File: src/rtl/pixel_normalizer_stream.sv
`default_nettype none
// ============================================================================
// Module      : pixel_normalizer_stream
// Description : Streaming per-channel pixel normalizer placed between the
//               pixel source and the first CNN layer. For C interleaved
//               channels it computes
//                 pixel_out = sat(round((pixel - mean[ch]) * scale[ch] / 2^FRAC))
//               through a 3-stage valid/ready pipeline with backpressure.
//               The mean and scale coefficients are programmable at runtime.
//               A sticky flag reports channel misalignment.
// Ports       : clk, rst               clock, async active-high reset
//               in_valid/in_ready      input handshake
//               in_first, pixel_in     channel-0 marker, unsigned pixel
//               cfg_we/sel/ch/data     coefficient write port (sel 0=mean, 1=scale)
//               out_valid/out_ready    output handshake
//               pixel_out, out_ch      signed result and its channel tag
//               out_sat                result was clipped
//               align_err              sticky in_first-while-mid-group flag
// Revision    : 1.0  initial release
// ============================================================================
module pixel_normalizer_stream #(
    parameter int IN_W   = 8,
    parameter int OUT_W  = 16,
    parameter int COEF_W = 16,
    parameter int FRAC   = 8,
    parameter int C      = 3,
    localparam int CH_W  = (C > 1) ? $clog2(C) : 1
) (
    input  logic                     clk,
    input  logic                     rst,
    input  logic                     in_valid,
    output logic                     in_ready,
    input  logic                     in_first,
    input  logic [IN_W-1:0]          pixel_in,
    input  logic                     cfg_we,
    input  logic                     cfg_sel,
    input  logic [CH_W-1:0]          cfg_ch,
    input  logic [COEF_W-1:0]        cfg_data,
    output logic                     out_valid,
    input  logic                     out_ready,
    output logic signed [OUT_W-1:0]  pixel_out,
    output logic [CH_W-1:0]          out_ch,
    output logic                     out_sat,
    output logic                     align_err
);

    // ------------------------------------------------------------------------
    // Derived widths and constants
    // ------------------------------------------------------------------------
    localparam int DIFF_W = IN_W + 1;
    localparam int PROD_W = IN_W + 1 + COEF_W;
    // One guard bit so adding the rounding constant can never wrap.
    localparam int SUM_W  = PROD_W + 1;
    // Compare width covers both the rounded value and the output range.
    localparam int CMP_W  = ((SUM_W > OUT_W) ? SUM_W : OUT_W) + 1;

    localparam logic [CH_W-1:0]          C_CH_LAST   = CH_W'(C - 1);
    localparam logic [COEF_W-1:0]        C_SCALE_ONE = COEF_W'(64'd1 << FRAC);
    localparam logic signed [SUM_W-1:0]  C_HALF      = SUM_W'(64'sd1 <<< (FRAC - 1));
    localparam logic signed [CMP_W-1:0]  C_OUT_MAX   = CMP_W'((64'sd1 <<< (OUT_W - 1)) - 64'sd1);
    localparam logic signed [CMP_W-1:0]  C_OUT_MIN   = CMP_W'(-(64'sd1 <<< (OUT_W - 1)));
    localparam logic [OUT_W-1:0]         C_PIX_MAX   = {1'b0, {(OUT_W-1){1'b1}}};
    localparam logic [OUT_W-1:0]         C_PIX_MIN   = {1'b1, {(OUT_W-1){1'b0}}};

    // ------------------------------------------------------------------------
    // Registers and their next-state values
    // ------------------------------------------------------------------------
    logic [C-1:0][IN_W-1:0]    r_mean,      w_mean_d;
    logic [C-1:0][COEF_W-1:0]  r_scale,     w_scale_d;

    logic [CH_W-1:0]           r_ch_cnt,    w_ch_cnt_d;
    logic                      r_align_err, w_align_err_d;

    // S1: difference, channel and the scale captured with this pixel
    logic                      r_s1_valid,  w_s1_valid_d;
    logic signed [DIFF_W-1:0]  r_s1_diff,   w_s1_diff_d;
    logic [CH_W-1:0]           r_s1_ch,     w_s1_ch_d;
    logic [COEF_W-1:0]         r_s1_scale,  w_s1_scale_d;

    // S2: full-precision product
    logic                      r_s2_valid,  w_s2_valid_d;
    logic signed [PROD_W-1:0]  r_s2_prod,   w_s2_prod_d;
    logic [CH_W-1:0]           r_s2_ch,     w_s2_ch_d;

    // S3: rounded/saturated output register
    logic                      r_out_valid, w_out_valid_d;
    logic [OUT_W-1:0]          r_pixel_out, w_pixel_out_d;
    logic [CH_W-1:0]           r_out_ch,    w_out_ch_d;
    logic                      r_out_sat,   w_out_sat_d;

    // ------------------------------------------------------------------------
    // Handshake and channel tracking
    // ------------------------------------------------------------------------
    logic                      w_adv;
    logic                      w_xfer;
    logic [CH_W-1:0]           w_ch_in;
    logic [CH_W-1:0]           w_ch_next;

    // The whole pipeline moves as one; a stalled output freezes every stage,
    // including bubbles, which keeps the control trivially consistent.
    assign w_adv    = ~r_out_valid | out_ready;
    assign in_ready = w_adv;
    assign w_xfer   = in_valid & w_adv;

    // in_first forces channel 0 so a misaligned source resynchronises itself.
    assign w_ch_in   = in_first ? '0 : r_ch_cnt;
    assign w_ch_next = (w_ch_in == C_CH_LAST) ? '0 : w_ch_in + 1'b1;

    // ------------------------------------------------------------------------
    // Datapath arithmetic
    // ------------------------------------------------------------------------
    logic signed [PROD_W-1:0]  w_diff_ext;
    logic signed [PROD_W-1:0]  w_scale_ext;
    logic signed [PROD_W-1:0]  w_prod;
    logic signed [SUM_W-1:0]   w_prod_ext;
    logic signed [SUM_W-1:0]   w_sum;
    logic signed [SUM_W-1:0]   w_round;
    logic signed [CMP_W-1:0]   w_round_ext;

    // Both operands sign-extended to the product width so the truncated
    // product is exact.
    assign w_diff_ext  = {{COEF_W{r_s1_diff[DIFF_W-1]}}, r_s1_diff};
    assign w_scale_ext = {{DIFF_W{r_s1_scale[COEF_W-1]}}, r_s1_scale};
    assign w_prod      = w_diff_ext * w_scale_ext;

    // Adding half an LSB then shifting arithmetically rounds half toward +inf.
    assign w_prod_ext  = {r_s2_prod[PROD_W-1], r_s2_prod};
    assign w_sum       = w_prod_ext + C_HALF;
    assign w_round     = w_sum >>> FRAC;
    assign w_round_ext = {{(CMP_W-SUM_W){w_round[SUM_W-1]}}, w_round};

    // ------------------------------------------------------------------------
    // Next-state logic
    // ------------------------------------------------------------------------
    always_comb begin
        w_mean_d      = r_mean;
        w_scale_d     = r_scale;
        w_ch_cnt_d    = r_ch_cnt;
        w_align_err_d = r_align_err;

        w_s1_valid_d  = r_s1_valid;
        w_s1_diff_d   = r_s1_diff;
        w_s1_ch_d     = r_s1_ch;
        w_s1_scale_d  = r_s1_scale;

        w_s2_valid_d  = r_s2_valid;
        w_s2_prod_d   = r_s2_prod;
        w_s2_ch_d     = r_s2_ch;

        w_out_valid_d = r_out_valid;
        w_pixel_out_d = r_pixel_out;
        w_out_ch_d    = r_out_ch;
        w_out_sat_d   = r_out_sat;

        // Coefficient writes land at the edge, independent of stall state;
        // channel numbers >= C match no entry and are ignored.
        if (cfg_we) begin
            for (int i = 0; i < C; i++) begin
                if (cfg_ch == CH_W'(i)) begin
                    if (cfg_sel) begin
                        w_scale_d[i] = cfg_data;
                    end else begin
                        w_mean_d[i]  = cfg_data[IN_W-1:0];
                    end
                end
            end
        end

        if (w_xfer) begin
            w_ch_cnt_d = w_ch_next;
            if (in_first && (r_ch_cnt != '0)) begin
                w_align_err_d = 1'b1;
            end
        end

        if (w_adv) begin
            // S1: read coefficients from the registered copy, so a write in
            // the same cycle only affects later pixels.
            w_s1_valid_d = w_xfer;
            if (w_xfer) begin
                w_s1_diff_d  = $signed({1'b0, pixel_in}) - $signed({1'b0, r_mean[w_ch_in]});
                w_s1_ch_d    = w_ch_in;
                w_s1_scale_d = r_scale[w_ch_in];
            end

            // S2
            w_s2_valid_d = r_s1_valid;
            if (r_s1_valid) begin
                w_s2_prod_d = w_prod;
                w_s2_ch_d   = r_s1_ch;
            end

            // S3
            w_out_valid_d = r_s2_valid;
            if (r_s2_valid) begin
                w_out_ch_d = r_s2_ch;
                if (w_round_ext > C_OUT_MAX) begin
                    w_pixel_out_d = C_PIX_MAX;
                    w_out_sat_d   = 1'b1;
                end else if (w_round_ext < C_OUT_MIN) begin
                    w_pixel_out_d = C_PIX_MIN;
                    w_out_sat_d   = 1'b1;
                end else begin
                    w_pixel_out_d = w_round_ext[OUT_W-1:0];
                    w_out_sat_d   = 1'b0;
                end
            end
        end
    end

    // ------------------------------------------------------------------------
    // State registers
    // ------------------------------------------------------------------------
    always_ff @(posedge clk or posedge rst) begin
        if (rst) begin
            for (int i = 0; i < C; i++) begin
                r_mean[i]  <= '0;
                r_scale[i] <= C_SCALE_ONE;
            end
            r_ch_cnt    <= '0;
            r_align_err <= 1'b0;
            r_s1_valid  <= 1'b0;
            r_s1_diff   <= '0;
            r_s1_ch     <= '0;
            r_s1_scale  <= '0;
            r_s2_valid  <= 1'b0;
            r_s2_prod   <= '0;
            r_s2_ch     <= '0;
            r_out_valid <= 1'b0;
            r_pixel_out <= '0;
            r_out_ch    <= '0;
            r_out_sat   <= 1'b0;
        end else begin
            r_mean      <= w_mean_d;
            r_scale     <= w_scale_d;
            r_ch_cnt    <= w_ch_cnt_d;
            r_align_err <= w_align_err_d;
            r_s1_valid  <= w_s1_valid_d;
            r_s1_diff   <= w_s1_diff_d;
            r_s1_ch     <= w_s1_ch_d;
            r_s1_scale  <= w_s1_scale_d;
            r_s2_valid  <= w_s2_valid_d;
            r_s2_prod   <= w_s2_prod_d;
            r_s2_ch     <= w_s2_ch_d;
            r_out_valid <= w_out_valid_d;
            r_pixel_out <= w_pixel_out_d;
            r_out_ch    <= w_out_ch_d;
            r_out_sat   <= w_out_sat_d;
        end
    end

    assign out_valid = r_out_valid;
    assign pixel_out = r_pixel_out;
    assign out_ch    = r_out_ch;
    assign out_sat   = r_out_sat;
    assign align_err = r_align_err;

endmodule
`default_nettype wire

File: config.mk
export PLATFORM = sky130hd
export DESIGN_NAME = pixel_normalizer_stream
export DESIGN_NICKNAME = d
export VERILOG_FILES = /design/src/rtl/pixel_normalizer_stream.sv
export SDC_FILE = /design/constraint.sdc
export NUM_CORES = 1
export LEC_CHECK = 0
export CAP_MARGIN = 20
export CORE_UTILIZATION = 55
export DETAILED_ROUTE_END_ITERATION = 16
export GPL_TIMING_DRIVEN = 0
export PLACE_DENSITY_LB_ADDON = 0.15
export SYNTH_ARGS = -nofsm -noshare
export SYNTH_HDL_FRONTEND = slang
export SYNTH_SLANG_ARGS = --single-unit
File: constraint.sdc
create_clock -name clk -period 6.1 [get_ports clk]
set_input_delay 1.22 -clock clk [delete_from_list [all_inputs] [get_ports clk]]
set_output_delay 1.22 -clock clk [all_outputs]
set_load 0.02 [all_outputs]
==> results.md, run 1 <==
* Status: complete, no violations
* Ranking of synthesized cells by area: dfrtp_1 31%, fa_1 21%, mux2_2 8.9%
* Reg2reg end: r_s2_prod[17]
* Synth warn at 0
* Max stage delay on crit path at around 0.55 ns
* Rel. slew slack at 0.267
* Io pins at 55
* Detailed-route via count at about 8000
* Initial antenna violation count at 0
* Reg clk slew, reported paths at around 0.07 ns
* Post-synth ARST share at 1.00
* Syn-to-layout area delta at 13.2%
* Syn Inst Count at about 1100
* Core area at a little over 20000 um2
* R2R Path Start: r_s1_diff[7]
* Total GRT Usage at 0.255
* Setup TNS at 0 ns
* Port Buffer Count at 52
* Syn Nets at 1301
* Main flop type after synthesis: dfrtp_1
* Max Clock Skew at between 0.01 and 0.015 ns
* Layout Cells excl Fill at roughly 1400
* Synth Register Bits at between 100 and 150
* Max Cap Viol at 0
* Crit path capture: r_s2_prod[17]
* # fillers at 1628
* Die height at 146 um
* Synth area leader: dfrtp_1
* Cell mode on critical path: fa_1
* Worst setup path class: register to register
* Final WS setup at 0.386 ns
* CP delay by family, top: adder cells
* DPL Wire Length at ~19000 um
* Grt total ovfl at 0
* Setup crit end kind: register
* Sequential share of the synthesized area at 0.318
* Critical path depth at 16
* Clk buf depth at 2
* Post-synth EDFFs at 0
* Final WL at 25200 um
* Tmin final at 5.71 ns
* CTS root buf: clkbuf_16
* DR vias/cell at approximately 5.5
* Largest net degree at the start of global routing at 102
* CTS H-tree depth at 4
* CP max stage cell: dfrtp_1
* Syn_area_per_cell at 10.4 um2
* Worst Path Max Fanout at 10
* R2r setup slk at 0.39 ns
* Endpoints failing hold at 0
* CTS tree: yes
* Placement-stage cell area at ~12000 um2
* CP Launch Type: register
* Final setup vio count at 0
* DR DRC count at 0
* Crit path DAT at about 6 ns
* Rows at 52
* Antenna violation net count after detailed routing at 0
* Wire length per cell at 17.4 um
* Synth Cell Area at ~11000 um2
* Worst skew pair latency at around 0.43 ns
* Crit path from: r_s1_diff[7]
* CTS Buf Count at 17
* CP Buf/Inv Count at 2
* Area fraction of the dominant cell type after synthesis at 0.311
* Number of global-route vias before repair at 8324
* First DRT Iteration DRCs at 431
* Max Freq at between 0.15 and 0.2 GHz
* Worst Path Required at 6.39 ns
* First-pass GRT wire length at ~42000 um
* Slew @ Worst Pin at 1.09 ns
* Width of the die at approximately 150 um
* Fraction of layout cells with a size suffix above 1 at 0.129
* First-pass detailed-route iteration total at 5
* Post-route cell area at ~13000 um2
* Die area at between 20000 and 25000 um2
* CP cell instances: clkbuf_1 -> nand2_1 -> fa_1 -> fa_1 -> inv_1 -> fa_1 -> fa_1 -> fa_1 -> ha_1 -> a21oi_1 -> o21ai_0 -> a32oi_1 -> nand3_2 -> o31ai_1 -> xor2_1 -> o21ai_0
* Inst Count DP at ~1400
* Pre-CTS setup slack at 0.325 ns
* Nets at 1373
* RSZ-0062 raised after global routing: no
* Crit share post-route at 0.937
* # clock sinks at roughly 140
* Post-synth cell types at 60
* Max-slew violations at 0
* HP Class: register to register
* Starting Density at 0.560
* Postcts setup bufs at 0
* RePlAce Congestion at about 0.85
* Depth of the most critical reg-to-reg path at 16
* Antenna Cells at 0
-- placed cells by master (no fill, tap or decap), drive strengths merged, types with 39 or more instances in the layout --
cell type,instances
dfrtp,141
nand2,126
fa,119
inv,105
mux2,90
o21ai,73
clkbuf,70
and2,69
ha,56
clkdlybuf4s50,52
a21oi,42
nor2,39
-- state kept, by name, indices dropped and copies added, names as in the netlist --
name        flops
r_ch_cnt        2
out_valid       1
r_scale        48
out_ch          2
align_err       1
pixel_out      16
r_s1_ch         2
out_sat         1
r_s2_ch         2
r_s1_scale     16
r_s2_valid      1
r_s1_diff       9
r_s1_valid      1
r_mean         24
r_s2_prod      18
-- worst min path at each step --
| stage | startpoint | end | depth (start not counted) |
|---|---|---|---|
| 2_1_floorplan | r_s1_ch[0] | r_s1_ch[0] | 2 |
| 3_3_place_gp | pixel_out[15] | pixel_out[15] | 2 |
| 3_5_place_dp | r_s1_ch[0] | r_s1_ch[0] | 2 |
| 4_1_cts | r_s1_ch[0] | r_s1_ch[0] | 2 |
| 5_1_grt | r_scale[26] | r_scale[26] | 1 |
| 6_report | r_s1_ch[0] | r_s1_ch[0] | 2 |
-- cells by family after synthesis --
family | Yosys count | share of synthesized area
AO/OA/AOI/OAI | 175 | 0.0930
flip-flops | 144 | 0.318
AND/OR/NAND/NOR | 313 | 0.142
adder cells (fa/ha/maj) | 175 | 0.272
XOR/XNOR | 41 | 0.0317
multiplexers | 90 | 0.0894
buffers and inverters | 155 | 0.0544
-- tightest hold or removal path, cell delays in order, from the launching register on --
cell     delay [ns]
dfrtp_1        0.34
nand2_1        0.05
nand2_1        0.05
-- timing repair --
action | 4_1_cts | 5_1_grt
hold endpoints to repair | 0 | 0
resized for setup | 0 | 2
hold buffers | 0 | 0
setup endpoints to repair | 0 | 1
-- stage by stage --
step / utilization / hold slack (ns)
3_5_place_dp: 0.604 / 0.463
5_1_grt: 0.635 / 0.516
4_1_cts: 0.634 / 0.478
3_3_place_gp: 0.603 / 0.450
6_report: 0.635 / 0.474
2_1_floorplan: - / 0.440
-- Yosys cell counts, types with 10 or more instances --
cell type,n
a21oi_1,40
a22oi_1,22
and2_1,69
clkbuf_1,50
dfrtp_1,141
fa_1,119
ha_1,56
inv_1,97
mux2_2,90
nand2_1,126
nand2b_1,10
nand3_1,10
nor2_1,37
nor2b_1,24
o21ai_0,62
o21ai_1,10
xnor2_1,24
xor2_1,17
-- metal layers --
layer	wire [um]	share of wire	vias up	global-route usage
met3	1090	0.043	44	0.0395
met4	623	0.025	0	0.0884
met5	0	0	-	0
li1	-	-	3757	-
met2	12700	0.50	205	0.435
met1	10800	0.43	4025	0.333
-- final cells by class --
type,instances,area [um2],share of cell area
Timing Repair Buffer,53,548,0.0427
Tap cell,270,338,0.0263
Inverter,97,369,0.0287
Clock inverter,15,183,0.0142
Buffer,58,254,0.0198
Multi-Input combinational cell,794,7120,0.554
Clock buffer,17,425,0.0331
Sequential cell,144,3610,0.281
Power of run 1 is left out: the tool's default activity adds up to more than one toggle a clock period on the data nets, which glitch-free logic cannot reach.
==> inputs of run 2 (changes only) <==
--- a/config.mk
+++ b/config.mk
@@ -9,7 +9,7 @@
 export CORE_UTILIZATION = 55
 export DETAILED_ROUTE_END_ITERATION = 16
 export GPL_TIMING_DRIVEN = 0
-export PLACE_DENSITY_LB_ADDON = 0.15
+export PLACE_DENSITY = 0.78
 export SYNTH_ARGS = -nofsm -noshare
 export SYNTH_HDL_FRONTEND = slang
 export SYNTH_SLANG_ARGS = --single-unit
==> run 2 against run 1 <==
  * Wire length fell by 1.4%
  * Global-route usage shrank 0.69 points
  * Clock skew hardly changed
  * Setup slack worse by 0.11 ns
  * Worst hold slack lost 0.0052 ns
  * Count of clock-buffer cells in the layout unchanged
  * First-iteration DRC count up 20%
==> results.md, run 2 (synthesis results as in run 1) <==
* Max Clock Skew at between 0.01 and 0.015 ns
* Tmin final at 5.83 ns
* CP Buf/Inv Count at 2
* Max reg flops at 48
* # clock sinks at around 140
* HP Class: register to register
* DR vias/cell at 5.62
* Worst skew pair latency at between 0.4 and 0.5 ns
* Largest regs: r_scale: 48 flops, r_mean: 24 flops, r_s2_prod: 18 flops
* CP Launch Type: register
* Io pins at 55
* Hold slack at about 0.47 ns
* RePlAce Congestion at between 0.8 and 0.9
* Rel. slew slack at 0.299
* First-pass detailed-route iteration total at 5
* Fraction of layout cells with a size suffix above 1 at 0.129
* Final core utilization at 0.635
* Slew @ Worst Pin at approximately 1.0 ns
* CTS H-tree depth at 4
* Antenna Cells at 0
* Final setup vio count at 0
* Clk buf depth at 2
* Initial antenna violation count at 0
* Rows at 52
* CP cell instances: clkbuf_1 -> nand2_1 -> fa_1 -> fa_1 -> inv_1 -> fa_1 -> fa_1 -> fa_1 -> ha_1 -> a21oi_1 -> o21ai_0 -> a32oi_1 -> nand3_2 -> o31ai_1 -> xor2_1 -> o21ai_0
* Die area at around 21000 um2
* Antenna violation net count after detailed routing at 0
* RSZ-0062 raised after global routing: no
* Detailed-route via count at around 8100
* Wire length per cell at between 15 and 20 um
* CTS root buf: clkbuf_16
* Worst Path Required at 6.40 ns
* Width of the die at between 100 and 150 um
* Die height at 146 um
* Reg clk slew, reported paths at about 0.070 ns
* Max Freq at 0.172 GHz
* Setup crit end kind: register
* Crit share post-route at 0.956
* CTS tree: yes
* Cell mode on critical path: fa_1
* Largest net degree at the start of global routing at between 100 and 150
* Core area at between 20000 and 25000 um2
* DR DRC count at 0
* Most common cell after layout, fill and taps aside: dfrtp_1
* Total GRT Usage at 0.248
* CP delay by family, top: adder cells
* Final WL at 24900 um
* Worst Path Max Fanout at 10
* Max-slew violations at 0
* Crit path DAT at slightly above 6 ns
* Port Buffer Count at 52
* CTS Buf Count at 17
* Number of global-route vias before repair at 8251
* Starting Density at 0.560
* First-pass GRT wire length at around 41000 um
* Syn-to-layout area delta at 13.3%
* DPL Wire Length at 19100 um
* Most flop-heavy register: r_scale
* Layout Cells excl Fill at 1448
* Grt total ovfl at 0
* Max Cap Viol at 0
* Status: complete, no violations
* First DRT Iteration DRCs at between 500 and 600
* Endpoints failing hold at 0
* Most frequent cells in the layout: 141 x dfrtp_1, 126 x nand2_1, 119 x fa_1, 96 x inv_1, 90 x mux2_2
* Inst Count DP at approximately 1400
* Max stage delay on crit path at roughly 0.54 ns
* CP max stage cell: dfrtp_1
* Nets at 1373
* Worst setup path class: register to register
* Postcts setup bufs at 0
## run 2: what timing repair did
| action | CTS | global route |
|---|---|---|
| hold buffers | 0 | 0 |
| gates resized for setup | 0 | 2 |
| endpoints found under the setup margin | 0 | 2 |
## run 2: per-stage QoR
stage | TNS [ns] | setup slack, ns | area, um2
after CTS | 0 | 0.195 | 12800
after detailed placement | 0 | 0.285 | 12200
after global routing | 0 | 0.127 | 12800
final | 0 | 0.271 | 12800
after global placement | -132.06 | -0.945 | 12200
after floorplan | 0 | 1.02 | 11300
## run 2: worst paths after layout
kind,from,slack [ns],endpoint,depth (start not counted)
max,r_s1_diff[5],0.27,r_s2_prod[17],16
min,pixel_out[15],0.47,pixel_out[15],2
max reg2reg,r_s1_diff[5],0.27,r_s2_prod[17],16
min reg2reg,pixel_out[15],0.47,pixel_out[15],2
max in group asynchronous,rst,4.12,r_s1_scale[0],3
min in group asynchronous,rst,1.18,r_s2_prod[24],2
## run 2: worst reg2reg max path: cells and delay by family (launching register included)
kind	cells	cell delay, ns
DFF	1	0.54
xor gates and xnor gates	1	0.21
adders and majority gates	6	2.79
AOI/OAI and AO/OA	5	1.25
and+or+nand+nor	2	0.39
buffers and inverters	2	0.52
## run 2: per-layer routing
layer	wire length (um)	global-route usage
met3	1210	0.0389
met4	845	0.106
met2	12300	0.417
met5	0	0
met1	10500	0.321
## run 2: area by class of cell
| class | instances | area, um2 |
|---|---|---|
| fillers | 1604 | 7390 |
| multi-input cells | 794 | 7120 |
| flip-flops and latches | 144 | 3610 |
| repair buffers | 53 | 548 |
| clock buffers | 17 | 425 |
| inverters | 97 | 369 |
| well taps | 270 | 338 |
| plain buffers | 58 | 254 |
| clock inverters | 15 | 186 |
Power of run 2 is left out for the same reason.
==> inputs of run 3 (changes only) <==
--- a/config.mk
+++ b/config.mk
@@ -10,6 +10,7 @@
 export DETAILED_ROUTE_END_ITERATION = 16
 export GPL_TIMING_DRIVEN = 0
 export PLACE_DENSITY = 0.78
+export SKIP_CTS_REPAIR_TIMING = 1
 export SYNTH_ARGS = -nofsm -noshare
 export SYNTH_HDL_FRONTEND = slang
 export SYNTH_SLANG_ARGS = --single-unit
==> results of run 3 <==
Same layout as run 2: the final DEF is identical, and so are final timing and power.
Power of run 3 is left out for the same reason.
